--- src/rtl/s_axil_regbank.sv ---
// s_axil_regbank: AXI4-Lite slave exposing read/write control and read-only status registers
module s_axil_regbank #(
  parameter int DATA_WIDTH = 32,
  parameter int N_CTRL = 8,
  parameter int N_STAT = 8,
  parameter int ADDR_WIDTH = 12,
  parameter logic [DATA_WIDTH-1:0] CTRL_RESET_VAL = '0
) (
  input  logic                                           axi_clock,
  input  logic                                           rst,
  input  logic [ADDR_WIDTH-1:0]                          s_axil_awaddr,
  input  logic [2:0]                                     s_axil_awprot,
  input  logic                                           s_axil_awvalid,
  output logic                                           s_axil_awready,
  input  logic [DATA_WIDTH-1:0]                          s_axil_wdata,
  input  logic [DATA_WIDTH/8-1:0]                        s_axil_wstrb,
  input  logic                                           s_axil_wvalid,
  output logic                                           s_axil_wready,
  output logic [1:0]                                     s_axil_bresp,
  output logic                                           s_axil_bvalid,
  input  logic                                           s_axil_bready,
  input  logic [ADDR_WIDTH-1:0]                          s_axil_araddr,
  input  logic [2:0]                                     s_axil_arprot,
  input  logic                                           s_axil_arvalid,
  output logic                                           s_axil_arready,
  output logic [DATA_WIDTH-1:0]                          s_axil_rdata,
  output logic [1:0]                                     s_axil_rresp,
  output logic                                           s_axil_rvalid,
  input  logic                                           s_axil_rready,
  output logic [N_CTRL*DATA_WIDTH-1:0]                   ctrl_regs,
  output logic [N_CTRL-1:0]                              ctrl_wr_pulse,
  input  logic [(N_STAT > 0 ? N_STAT : 1)*DATA_WIDTH-1:0] stat_regs
);
  localparam int SW = DATA_WIDTH / 8;
  localparam int AL = $clog2(SW);
  localparam int IW = ADDR_WIDTH + 1;
  localparam logic [IW-1:0] NC = IW'(N_CTRL);
  localparam logic [IW-1:0] NT = IW'(N_CTRL + N_STAT);
  logic                  aw_held, w_held;
  logic [ADDR_WIDTH-1:0] aw_addr_q, waddr;
  logic [DATA_WIDTH-1:0] w_data_q, wdata, rd_val;
  logic [SW-1:0]         w_strb_q, wstrb;
  logic                  aw_hs, w_hs, ar_hs, commit;
  logic [IW-1:0]         widx, ridx;
  logic                  unused;
  assign s_axil_awready = !aw_held && !s_axil_bvalid;
  assign s_axil_wready  = !w_held && !s_axil_bvalid;
  assign s_axil_arready = !s_axil_rvalid;
  assign aw_hs  = s_axil_awvalid && s_axil_awready;
  assign w_hs   = s_axil_wvalid && s_axil_wready;
  assign ar_hs  = s_axil_arvalid && s_axil_arready;
  assign commit = (aw_held || aw_hs) && (w_held || w_hs);
  assign waddr  = aw_held ? aw_addr_q : s_axil_awaddr;
  assign wdata  = w_held ? w_data_q : s_axil_wdata;
  assign wstrb  = w_held ? w_strb_q : s_axil_wstrb;
  assign widx   = {1'b0, waddr >> AL};
  assign ridx   = {1'b0, s_axil_araddr >> AL};
  assign unused = ^{s_axil_awprot, s_axil_arprot};
  // Read mux: control value, live status value, or zero when unmapped
  always_comb begin
    rd_val = '0;
    for (int k = 0; k < N_CTRL; k++)
      if (ridx == IW'(k)) rd_val = ctrl_regs[k*DATA_WIDTH +: DATA_WIDTH];
    for (int k = 0; k < N_STAT; k++)
      if (ridx == IW'(N_CTRL + k)) rd_val = stat_regs[k*DATA_WIDTH +: DATA_WIDTH];
  end
  // Capture AW and W payloads so either may arrive first
  always_ff @(posedge axi_clock) begin
    if (aw_hs) aw_addr_q <= s_axil_awaddr;
    if (w_hs) begin
      w_data_q <= s_axil_wdata;
      w_strb_q <= s_axil_wstrb;
    end
  end
  // Write handshake tracking and B response
  always_ff @(posedge axi_clock)
    if (rst) begin
      aw_held       <= 1'b0;
      w_held        <= 1'b0;
      s_axil_bvalid <= 1'b0;
      s_axil_bresp  <= 2'b00;
    end else if (commit) begin
      aw_held       <= 1'b0;
      w_held        <= 1'b0;
      s_axil_bvalid <= 1'b1;
      s_axil_bresp  <= widx < NC ? 2'b00 : 2'b10;
    end else begin
      if (aw_hs) aw_held <= 1'b1;
      if (w_hs) w_held <= 1'b1;
      if (s_axil_bready) s_axil_bvalid <= 1'b0;
    end
  // Control registers: byte-lane update plus one-cycle write strobe
  always_ff @(posedge axi_clock)
    if (rst) begin
      ctrl_regs     <= {N_CTRL{CTRL_RESET_VAL}};
      ctrl_wr_pulse <= '0;
    end else begin
      ctrl_wr_pulse <= '0;
      for (int k = 0; k < N_CTRL; k++)
        if (commit && widx == IW'(k)) begin
          ctrl_wr_pulse[k] <= 1'b1;
          for (int b = 0; b < SW; b++)
            if (wstrb[b]) ctrl_regs[k*DATA_WIDTH + b*8 +: 8] <= wdata[b*8 +: 8];
        end
    end
  // Read response: register data at AR handshake, hold until accepted
  always_ff @(posedge axi_clock)
    if (rst) begin
      s_axil_rvalid <= 1'b0;
      s_axil_rdata  <= '0;
      s_axil_rresp  <= 2'b00;
    end else if (ar_hs) begin
      s_axil_rvalid <= 1'b1;
      s_axil_rdata  <= rd_val;
      s_axil_rresp  <= ridx < NT ? 2'b00 : 2'b10;
    end else if (s_axil_rready) s_axil_rvalid <= 1'b0;
endmodule

--- config.mk ---
export PLATFORM = sky130hd
export DESIGN_NAME = s_axil_regbank
export DESIGN_NICKNAME = d
export VERILOG_FILES = /design/src/rtl/s_axil_regbank.sv
export SDC_FILE = /design/constraint.sdc
export NUM_CORES = 1
export LEC_CHECK = 0
export CAP_MARGIN = 20
export CELL_PAD_IN_SITES_DETAIL_PLACEMENT = 0
export CELL_PAD_IN_SITES_GLOBAL_PLACEMENT = 1
export CORE_MARGIN = 5
export CORE_UTILIZATION = 31
export DETAILED_ROUTE_END_ITERATION = 7
export PLACE_DENSITY = 0.76
export REMOVE_ABC_BUFFERS = 1
export SLEW_MARGIN = 15
export SYNTH_ARGS = -nofsm -noshare
export SYNTH_HDL_FRONTEND = slang
export SYNTH_SLANG_ARGS = --single-unit
export TNS_END_PERCENT = 1
--- constraint.sdc ---
create_clock -name axi_clock -period 2.25 [get_ports axi_clock]
set_clock_uncertainty 0.1 [all_clocks]
set_input_delay 0.3375 -clock axi_clock [delete_from_list [all_inputs] [get_ports axi_clock]]
set_output_delay 0.3375 -clock axi_clock [all_outputs]
set_load 0.05 [all_outputs]
==> metrics.cfg <==
[clock_network]
cts.clk_slew.worst_paths_ns=0.06
cts_tree=yes
clk_path_buf_depth=3
htree_levels=2
numCtsBuffers=41
clock_sinks=348
cts_root_buffer=clkbuf_16
postCtsHoldBufs=0
clk_latency_ns=0.59

[finish]
final_net_count=3179
layout.area.seq_sq_mm=0.00743
post-route-util_pct=50.1
drive_gt1_share_pct=20.4
fill_cells=5687
syn2layout_area_growth_pct=60.3
multiInputGateArea_sq_mm=0.0108

[critical_path]
cp_slowest_cell=clkdlybuf4s50_1
reg2reg_depth=9
cp_cell_sequence=clkdlybuf4s50_1
timing.rr.end=ctrl_regs[64]
crit_type=reg2out
worstPathMaxFanout=2
r2r-start=aw_addr_q[5]
crit_family=buffers and inverters
setup.worst_path.end_class=output pin
critPathRequiredTime_ns=1.81
path_buf_inv=1
cp_slowest_stage_delay_ns=0.84
r2r_slack_ns=0.09
cp.arrival_ns=1.80
start_kind=flop

[power]
p_leak_nw=14.1
ir_drop_mv=0.431
power_mw=16.2
power.density_mw_per_mm2=538

[sta]
layout_setup_ws_ns=0.0142
post-route-period-util_pct=99.4
maxSlewHeadroom_pct=48.2
hold_viol_final=0
slew_viol_final=0
rsz0062_at_grt=true
max_freq_ghz=0.447
period_needed_ns=2.24
setup_viol=0
max_slew.worst_pin.slew_ns=0.772

[synthesis]
syn-cell-area_sq_mm=0.0188
yosysMostFrequentCell=mux2i_1
synth-edff-count=46
synth.top_cells.by_area=dfxtp_1, mux2i_1, nand2b_1
syn_avg_cell_area_sq_um=9.34
ys.warnings.count=0
yosysTopAreaCellShare_pct=32.1
yosysUniqueCellTypes=75
postSynthCellCount=2016
synth_largest_area_cell=dfxtp_1
yosys-top-cells-count=mux2i_1, dfxtp_1, nand2b_1
ys.flop_type=dfxtp_1
seq_area_frac_synth_pct=39.4
ys_ff_latch=348
ys_async_sr_fraction_pct=0

[worst_hold_path]
hold_path_depth=2
whs_endpoint=ctrl_wr_pulse[3]
worstHoldStart=rst
hold_class=in2reg

[die]
fp.dieW_microns=256
pin_count=634
start_util_pct=31.3
die_area_sq_mm=0.0658
fp-row-count=90
die_h_microns=256
coreArea_sq_mm=0.0602

[placed_design]
port_buffers=621
hpwl_microns=89400
pre_cts_ws_ns=-0.726
gp_congestion=0.945

[grt]
grt_max_degree=92
grt_pass1_vias=21100
antenna_found_initial=32
grt_use_total_pct=32.4
grt_pass1_wl_microns=157000
grt_remaining_overflow=0

[routing]
wl_per_cell_microns=30.5
ant_nets=0
firstDrtPassIters=5
drt_wl_total_microns=113000
drc_errors=0
vias_per_cell=5.55
drt_iter0_markers=1825
vias=20500

[outcome]
status=finished clean

[flow_run]
cap_viol_max_count=0

[flip-flops by register name, summed over array words and instances (netlist names)]
register       count
aw_addr_q         10
aw_held            1
ctrl_regs        256
ctrl_wr_pulse      8
s_axil_bresp       1
s_axil_bvalid      1
s_axil_rdata      32
s_axil_rresp       1
s_axil_rvalid      1
w_data_q          32
w_held             1
w_strb_q           4
[routing by layer]
metal | global-route usage [%] | vias to the layer above | part of all wire [%]
met3 | 8.84 | 232 | 8.7
met1 | 41.4 | 10200 | 41
li1 | - | 8992 | -
met5 | 0 | - | 0.091
met4 | 11.1 | 14 | 3.8
met2 | 53.2 | 1023 | 46
[cell usage in the layout, fill, tap and decap left out, drive strengths merged, types with 14 or more instances in the layout]
master / count
clkdlybuf4s50: 425
buf: 374
mux2i: 343
dfxtp: 302
nand2b: 272
dlygate4sd2: 136
nand2: 119
o21ai: 116
nor2: 105
a21oi: 81
clkbuf: 60
edfxtp: 46
or2: 35
dlymetal6s2s: 35
nor3: 33
nor2b: 30
o22ai: 26
mux2: 25
a31oi: 25
a22oi: 25
diode: 24
a221oi: 17
a22o: 15
mux4: 15
o211ai: 14
[kinds of logic after synthesis]
kind of cell / count (synthesis) / share of synthesized area, %
and+or+nand+nor: 658 / 19.4
AOI/OAI and AO/OA: 437 / 15.4
muxes: 383 / 21.5
DFF: 348 / 39.4
buffers and inverters: 189 / 4.20
other: 1 / 0.0199
[power by group]
part           internal (mW)  switching, mW  leakage [nW]  total [mW]
logic                   1.34           1.57          10.5        2.91
clock network           3.97           2.89         0.662        6.86
registers               6.42         0.0550          2.87        6.47
[final cells by class]
class / count / share of cell area (%)
flip-flops and latches: 348 / 24.6
multi-input cells: 1480 / 35.9
diodes: 24 / 0.199
clock buffers: 60 / 4.01
repair buffers: 970 / 31.5
well taps: 782 / 3.24
inverters: 9 / 0.112
clock inverters: 15 / 0.464
[worst max path at each step]
stage | from | slack (ns) | depth (start not counted) | end
floorplan | w_held | -1.02 | 2 | w_data_q[0]
CTS | s_axil_araddr[6] | -0.06 | 11 | s_axil_rdata[26]
global placement | s_axil_araddr[6] | -0.65 | 11 | s_axil_rdata[26]
global route | aw_addr_q[10] | -0.05 | 9 | ctrl_regs[216]
finish | s_axil_rdata[29] | 0.01 | 1 | s_axil_rdata[29]
detailed placement | s_axil_araddr[6] | -0.73 | 11 | s_axil_rdata[26]
[through the flow]
step	instances	TNS (ns)	hold slack, ns	instance area, sq um
final	3688	0	0.0560	30200
after global routing	3683	-1.33	0.0662	30200
after CTS	3664	-0.0977	0.0429	29900
after detailed placement	3589	-121.80	0.335	28700
after global placement	3589	-102.38	0.341	28700
after floorplan	1837	-246.94	0.306	18100
[timing repair]
action                     4_1_cts  5_1_grt
buffers inserted                 0        0
gates resized for setup        141       77
setup endpoints to repair      291      313
pin swaps                        0        6
Note: power is estimated with default switching activity, not from simulation.
